### src/rtl/pg_sleep_ctrl.sv
// Power-guard sequencer for the PG_BUS enable line: counts idle OSCTIMER ticks,
// drops the bus guard enable, and runs a timed wake-up back to ACTIVE.
module pg_sleep_ctrl #(
    parameter int IDLE_TICKS  = 4,
    parameter int WAKE_CYCLES = 3,
    parameter int CNT_W       = 8
) (
    input  logic             osc_clk,
    input  logic             rst,
    input  logic             tmr_clk_in,
    input  logic             activity,
    input  logic             force_sleep,
    input  logic             wake,
    output logic             pg_en,
    output logic             bus_ready,
    output logic             tmr_rst,
    output logic [1:0]       state,
    output logic [CNT_W-1:0] sleep_count
);

    // Out-of-range parameters cannot be represented by the CNT_W-bit counters.
    if (IDLE_TICKS < 1 || IDLE_TICKS > (2 ** CNT_W) - 1) begin : g_bad_idle_ticks
        $error("pg_sleep_ctrl: IDLE_TICKS=%0d outside 1..2^CNT_W-1", IDLE_TICKS);
    end
    if (WAKE_CYCLES < 1 || WAKE_CYCLES > (2 ** CNT_W) - 1) begin : g_bad_wake_cycles
        $error("pg_sleep_ctrl: WAKE_CYCLES=%0d outside 1..2^CNT_W-1", WAKE_CYCLES);
    end

    typedef enum logic [1:0] {
        ST_ACTIVE    = 2'd0,
        ST_IDLE_WAIT = 2'd1,
        ST_GUARD     = 2'd2,
        ST_WAKE      = 2'd3
    } state_t;

    localparam logic [CNT_W-1:0] IDLE_LAST = CNT_W'(IDLE_TICKS - 1);
    localparam logic [CNT_W-1:0] WAKE_LAST = CNT_W'(WAKE_CYCLES - 1);
    localparam logic [CNT_W-1:0] CNT_ONE   = CNT_W'(1);

    state_t           state_q;
    state_t           state_d;
    logic [CNT_W-1:0] idle_cnt_q;
    logic [CNT_W-1:0] idle_cnt_d;
    logic [CNT_W-1:0] wake_cnt_q;
    logic [CNT_W-1:0] wake_cnt_d;
    logic [CNT_W-1:0] sleep_cnt_d;
    logic             tmr_rst_d;
    logic             sync1_q;
    logic             sync2_q;
    logic             sync3_q;
    logic             tick;

    // Two synchroniser flops plus one history flop for the rising-edge detect.
    always_ff @(posedge osc_clk or posedge rst) begin
        if (rst) begin
            sync1_q <= 1'b0;
            sync2_q <= 1'b0;
            sync3_q <= 1'b0;
        end else begin
            sync1_q <= tmr_clk_in;
            sync2_q <= sync1_q;
            sync3_q <= sync2_q;
        end
    end

    assign tick = sync2_q & ~sync3_q;

    always_comb begin
        state_d    = state_q;
        idle_cnt_d = idle_cnt_q;
        wake_cnt_d = wake_cnt_q;
        tmr_rst_d  = 1'b0;
        unique case (state_q)
            ST_ACTIVE: begin
                if (wake) begin
                    state_d = ST_ACTIVE;
                end else if (force_sleep) begin
                    state_d = ST_GUARD;
                end else if (!activity) begin
                    state_d    = ST_IDLE_WAIT;
                    idle_cnt_d = '0;
                    tmr_rst_d  = 1'b1;
                end
            end
            ST_IDLE_WAIT: begin
                if (wake || activity) begin
                    state_d    = ST_ACTIVE;
                    idle_cnt_d = '0;
                end else if (force_sleep) begin
                    state_d = ST_GUARD;
                end else if (tick) begin
                    idle_cnt_d = idle_cnt_q + CNT_ONE;
                    if (idle_cnt_q == IDLE_LAST) begin
                        state_d = ST_GUARD;
                    end
                end
            end
            ST_GUARD: begin
                if (wake || activity) begin
                    state_d    = ST_WAKE;
                    wake_cnt_d = '0;
                end
            end
            ST_WAKE: begin
                wake_cnt_d = wake_cnt_q + CNT_ONE;
                if (wake_cnt_q == WAKE_LAST) begin
                    state_d = ST_ACTIVE;
                end
            end
            default: state_d = ST_ACTIVE;
        endcase
    end

    // Sleep events are counted on the transition into GUARD and saturate.
    always_comb begin
        sleep_cnt_d = sleep_count;
        if (state_d == ST_GUARD && state_q != ST_GUARD && sleep_count != '1) begin
            sleep_cnt_d = sleep_count + CNT_ONE;
        end
    end

    always_ff @(posedge osc_clk or posedge rst) begin
        if (rst) begin
            state_q     <= ST_ACTIVE;
            idle_cnt_q  <= '0;
            wake_cnt_q  <= '0;
            sleep_count <= '0;
            pg_en       <= 1'b1;
            bus_ready   <= 1'b1;
            tmr_rst     <= 1'b0;
        end else begin
            state_q     <= state_d;
            idle_cnt_q  <= idle_cnt_d;
            wake_cnt_q  <= wake_cnt_d;
            sleep_count <= sleep_cnt_d;
            pg_en       <= (state_d != ST_GUARD);
            bus_ready   <= (state_d == ST_ACTIVE) || (state_d == ST_IDLE_WAIT);
            tmr_rst     <= tmr_rst_d;
        end
    end

    assign state = state_q;

endmodule
### config.mk
export PLATFORM = sky130hd
export DESIGN_NAME = pg_sleep_ctrl
export DESIGN_NICKNAME = d
export VERILOG_FILES = /design/src/rtl/pg_sleep_ctrl.sv
export SDC_FILE = /design/constraint.sdc
export NUM_CORES = 1
export LEC_CHECK = 0
export BUFFER_PORTS_ARGS = -buffer_cell sky130_fd_sc_hd__clkbuf_2
export CORE_MARGIN = 3
export CORE_UTILIZATION = 57
export CTS_CLUSTER_SIZE = 25
export DETAILED_ROUTE_END_ITERATION = 6
export PLACE_DENSITY = 0.78
export SYNTH_ARGS = -nofsm -noshare
export SYNTH_HDL_FRONTEND = slang
export SYNTH_SLANG_ARGS = --single-unit
export TNS_END_PERCENT = 5
### constraint.sdc
create_clock -name osc_clk -period 2.6 [get_ports osc_clk]
set_input_delay 0.52 -clock osc_clk [delete_from_list [all_inputs] [get_ports osc_clk]]
set_output_delay 0.52 -clock osc_clk [all_outputs]
set_load 0.01 [all_outputs]
Yosys cells after proc, flatten, opt, wreduce, memory -nomap -nowiden
Index checks and enable logic that the tools add are counted.

storage, ports and cells
  RAM bits = 0
  logic and storage cells = 64
  memories = 0
  latch bits = 0
  input port bits = 6
  register bits after elaboration = 32
  memory bits (read-only) = 0
  output and inout bits = 13

operators by class
  reduce and logical (&&, ||, !) cells = 10
  bitwise gates (word level) = 2
  eq/ne operators = 16
  add/subtract/negate cells = 3
  order comparisons = 0
  $mul = 0
  shift-type cells = 0
  divide/modulo/power cells = 0
  multiplexer cells = 23

operators with widths
  operator                                        number
  2-to-1 mux 8 bit                                7
  one-hot mux 8 bit (2 select lines)              2
  adder 8 x 1 -> 8 bit (second input constant)    3
  2-to-1 mux 2 bit                                9
  == test 8 x 2 -> 1 bit (second input constant)  2
  inequality test 2 bit (second input constant)   6
  inequality test 8 bit (second input constant)   1
  one-hot mux 2 bit (4 select lines)              1
  == test 2 bit (second input constant)           3
  inequality test 3 bit (second input constant)   2
  AND reduction 6 bit                             1
  == test 2 x 1 -> 1 bit (second input constant)  2
  zero test 2 bit                                 2
  2-to-1 mux 1 bit                                4
  nonzero test 2 bit                              2
  logical AND 1 bit                               2
  logical OR 1 bit                                2
  AND reduction 2 bit                             1
  bitwise AND 1 bit                               1
  NOT 1 bit                                       1

Depth between registers and ports, before layout
  depth after elaboration = 9
  depth in mapped cells = 7
  depth with buffers taken out = 7

Worst setup path before layout
No wires, ideal clock.

  kind = register to register
  from = reg wake_cnt_q[0]
  to = reg sleep_count[1]
  path slack = 0.259 ns
  path buffers = 0
  cell stages (with the launch flop) = 8
  arrival = 2.216 ns
  library setup time = 0.125 ns
  data required time = 2.475 ns
  clock period less this slack = 2.341 ns
  path through = dfrtp_1 > inv_1 > ha_1 > or4b_1 > o41a_1 > o32ai_4 > nand3_4 > mux2_4

between the ends
  word-level cells in the longest chain between the ends = 6

RTL lines
  element                             RTL line  RTL
  start, declared                     44        logic [CNT_W-1:0] wake_cnt_q;
  start signal, assigned              134       wake_cnt_q <= wake_cnt_d;
  == test 8 x 2 -> 1 bit              106       if (wake_cnt_q == WAKE_LAST) begin
  2-to-1 mux 2 bit                    106
  one-hot mux 2 bit (4 select lines)  73        unique case (state_q)
  == test 2 bit                       117       if (state_d == ST_GUARD && state_q != ST_GUARD && sleep_count != '1) begin
  logical AND 1 bit (2 in a row)      117
  end signal, assigned                135       sleep_count <= sleep_cnt_d;
  end, declared                       18        output logic [CNT_W-1:0] sleep_count

Every way passes these cells.
A chain may end at the register's enable or synchronous reset.

Final worst setup path
  from = reg wake_cnt_q[0]
  to = reg sleep_count[6]

Same word-level chain as after synthesis.

==> results.txt <==
The pin count of the biggest net entering global routing is 33. The overall die area came out at 0.003511 mm2. The fraction of the yosys area taken by sequential cells is 0.4969. The number of buffer and inverter instances along the worst setup path is 2. The fraction of final layout cells sized beyond drive strength 1 came out at 0.2151.

The clock reaches the later pin of the worst-skew pair after 0.34 ns. Of the total synthesized cell area, the portion taken by XOR and XNOR cells is 0.07043. The final hold violation count came out at 0. The share of synthesized cell area in full adder, half adder and majority cells is 0.03096. The wire length of the first global-routing pass is 5589 um. The global-route usage over all layers came out at 0.2143. The total inserted antenna cells came out at 0. The maximum net fanout on the critical path came out at 8. The cell count after synthesis came out at 155. By instance count, the leading cell after synthesis is dfrtp_1. The yosys synthesis warning count came out at 0.

The setup total negative slack is 0 ns. The worst setup path is of the register to register kind. Summed over all layers, the routed wires come to 3184 um.

The effective utilization at floorplan came out at 0.6242. The library cell occupying the most area in the post-synthesis netlist is dfrtp_1. For the worst setup path, the data required time is roughly 2.9 ns. The standard cell with the maximum stage delay on the critical path is or4b_1. The number of distinct library cells after synthesis is 36. The final antenna-violating net count is 0.

The number of port buffers is 18. The top-level I/O count came out at 19. The flow ran to the end, and the final reports show no timing, DRC or antenna violations. Setup repair after global routing left no endpoint under its margin. The TritonCTS clock tree is built. The max-capacitance violation count is 0. The share of the clock period used by the worst path came out at 0.9340. The wire length per cell after detailed routing came out at about 15 um. The largest single stage delay on the critical path is 0.47 ns. Of the total synthesized cell area, the portion taken by AND, OR, NAND and NOR gates is 0.2353. The path class of the tightest hold or removal check is primary input to async pin. The synthesis-stage register bit count came out at 32. The number of hold buffers added after cts came out at 0. The maximum level of the CTS H-tree came out at 2. The initialized floorplan defines 18 standard-cell rows.

The layout overhead on the synthesized area is 15.79%. The total DRC errors in the routed layout came out at 0. The half-perimeter wire length after detailed placement is 2308 um.

The net count after synthesis came out at 165. The largest voltage drop on the vdd net is approximately 0.95 mV. The die height is 59.26 um. The first-iteration detailed-routing DRC count is 52. Counting the buffers created by CTS gives 5. The combinational family with the most area after synthesis is simple AND/OR/NAND/NOR gates. The final critical path time including I/O delays and setup came out at roughly 2.4 ns. The clock arrives with 0.007725 ns of skew. The leakage power came out at around 0.86 nW. The number of antenna violations at the first check in global routing came out at 0.

For the pin with the worst max-slew slack, the measured transition is around 0.72 ns. The top flip-flop cell by instance count after synthesis is dfrtp_1. Measured against its own limit, the worst slew margin works out to 0.5121. The signal on the critical path passes through inv_1, ha_1, or4b_1, o41a_1, o32ai_4, buf_6, nand4_1, xnor2_1.

The via count of the first global-routing pass is about 1200. The worst-case clock buffer depth came out at 2. The routability congestion estimate came out at 0.8251.

The total setup violations reported at the end of the flow came out at 0. The total iterations of the first detailed-routing run came out at 5. Measured against the total synthesized area, the mux share comes to 0.009288.

STA classifies the critical path endpoint as a register. The highest achievable clock rate is 0.4118 GHz. The tree is rooted in a clkbuf_4.

At the placement stage, the worst setup path has a slack of around 0.18 ns. The clock-pin transition on the worst setup and hold timing paths is 0.10 ns. The cell area after technology mapping is 0.001617 mm2. The cell type group with the largest total delay on the critical path is compound AO/OA/AOI/OAI gates. The area inside the core boundary came out at between 0.002 and 0.003 mm2. The share of the synthesized area in the top cell type came out at 0.4644. The fraction of synthesis flops using an asynchronous set or reset pin is 1.000. At the end of the flow, the number of nets in the layout was between 150 and 200.

The mean cell area of the mapped netlist came out at 10.43 um2. Counting flops with a built-in enable in the synthesized netlist gives 0. The kind of launch point of the worst setup path is a register.

After global routing the overflow that remains totals 0. The via count came out at around 1300. In the post-synthesis netlist, the biggest area contributors are dfrtp_1, xnor2_1, nand4_1. The data arrival time of the worst path came out at between 2 and 3 ns. The compound-cell area share of the yosys netlist is 0.1331.

In the synthesized netlist, the cells that appear most often are dfrtp_1, nor2_1, nand2_1, o21ai_0. The power density of the placed cells came out at 987.2 mW/mm2. The final-report max-slew violation count is 0. The total power after layout is 1.848 mW. Counting every sink on the clock net gives 32. The per-cell via count in the routed design is 5.875. The die boundary width is 59.26 um. Setup slack on the critical path of the routed design comes to 0.1716 ns.
==> cell families after synthesis <==
logic type      after synthesis
xor+xnor                     13
flops                        32
fa+ha+maj                     4
simple gates                 69
buf+inv                      10
compound gates               26
mux                           1
==> report_power, final <==
part | leakage (nW) | internal (mW) | switching (mW) | total, mW
Clock | 0.0422 | 0.201 | 0.170 | 0.372
Combinational | 0.408 | 0.351 | 0.419 | 0.770
Sequential | 0.415 | 0.609 | 0.0962 | 0.706
==> worst register-to-register path, cell delays in order (launching register included) <==
cell,delay [ns]
dfrtp_1,0.42
inv_1,0.07
ha_1,0.13
or4b_1,0.47
o41a_1,0.36
o32ai_4,0.35
buf_6,0.18
nand4_1,0.11
xnor2_1,0.24
==> per-stage QoR <==
step                  util  instances  hold slack [ns]  area [um2]
finish              0.7227        216           0.2314        1872
global route        0.7227        216           0.2492        1872
CTS                 0.7213        216           0.2319        1868
detailed placement  0.6918        208           0.3405        1792
global placement    0.6918        208           0.3392        1792
floorplan                -        155           0.3312        1617
==> cell usage in the layout (no fill, tap or decap), types with 7 or more instances in the layout <==
cell type | Yosys | routed
nand3_1 | 9 | 9
dfrtp_1 | 30 | 30
o21ai_0 | 10 | 10
xnor2_1 | 7 | 7
nand4_1 | 9 | 9
inv_1 | 7 | 7
buf_4 | 0 | 7
and3_1 | 7 | 7
clkbuf_2 | 0 | 18
nor2_1 | 15 | 15
nand2_1 | 11 | 11
==> state kept, by name, summed over array words and instances (netlist names) <==
signal / count
wake_cnt_q: 8
sleep_count: 8
sync3_q: 1
state: 2
bus_ready: 1
pg_en: 1
sync2_q: 1
tmr_rst: 1
idle_cnt_q: 8
sync1_q: 1
==> final timing paths <==
kind,startpoint,end,slack [ns],cells after the start
setup reg to reg,wake_cnt_q[0],sleep_count[6],0.17,8
max in group asynchronous,rst,bus_ready,2.05,3
hold reg to reg,sync1_q,sync2_q,0.36,0
min in group osc_clk,tmr_clk_in,sync1_q,0.29,1
hold / removal,rst,sleep_count[2],0.23,3
setup / recovery,wake_cnt_q[0],sleep_count[6],0.17,8
==> final cells by class <==
type / instances / area (um2)
clock buffer: 6 / 41.29
inverter: 7 / 26.28
sequential: 32 / 803.3
multi-input combinational: 113 / 774.5
fill: 179 / 718.2
clock inverter: 2 / 35.03
timing repair buffer: 26 / 153.9
tap: 30 / 37.54
==> what timing repair did <==
| item | in CTS | in global routing |
|---|---|---|
| resized for setup | 0 | 1 |
| endpoints found under the setup margin | 0 | 1 |
| buffers inserted | 0 | 0 |
==> metal layers <==
metal | track usage | vias up | part of all wire
li1 | - | 616 | -
met1 | 0.2716 | 605 | 0.47
met2 | 0.3370 | 38 | 0.46
met3 | 0.06754 | 10 | 0.050
met4 | 0.09061 | 0 | 0.024
met5 | 0 | - | 0
Power figures use the tool's default switching activity.
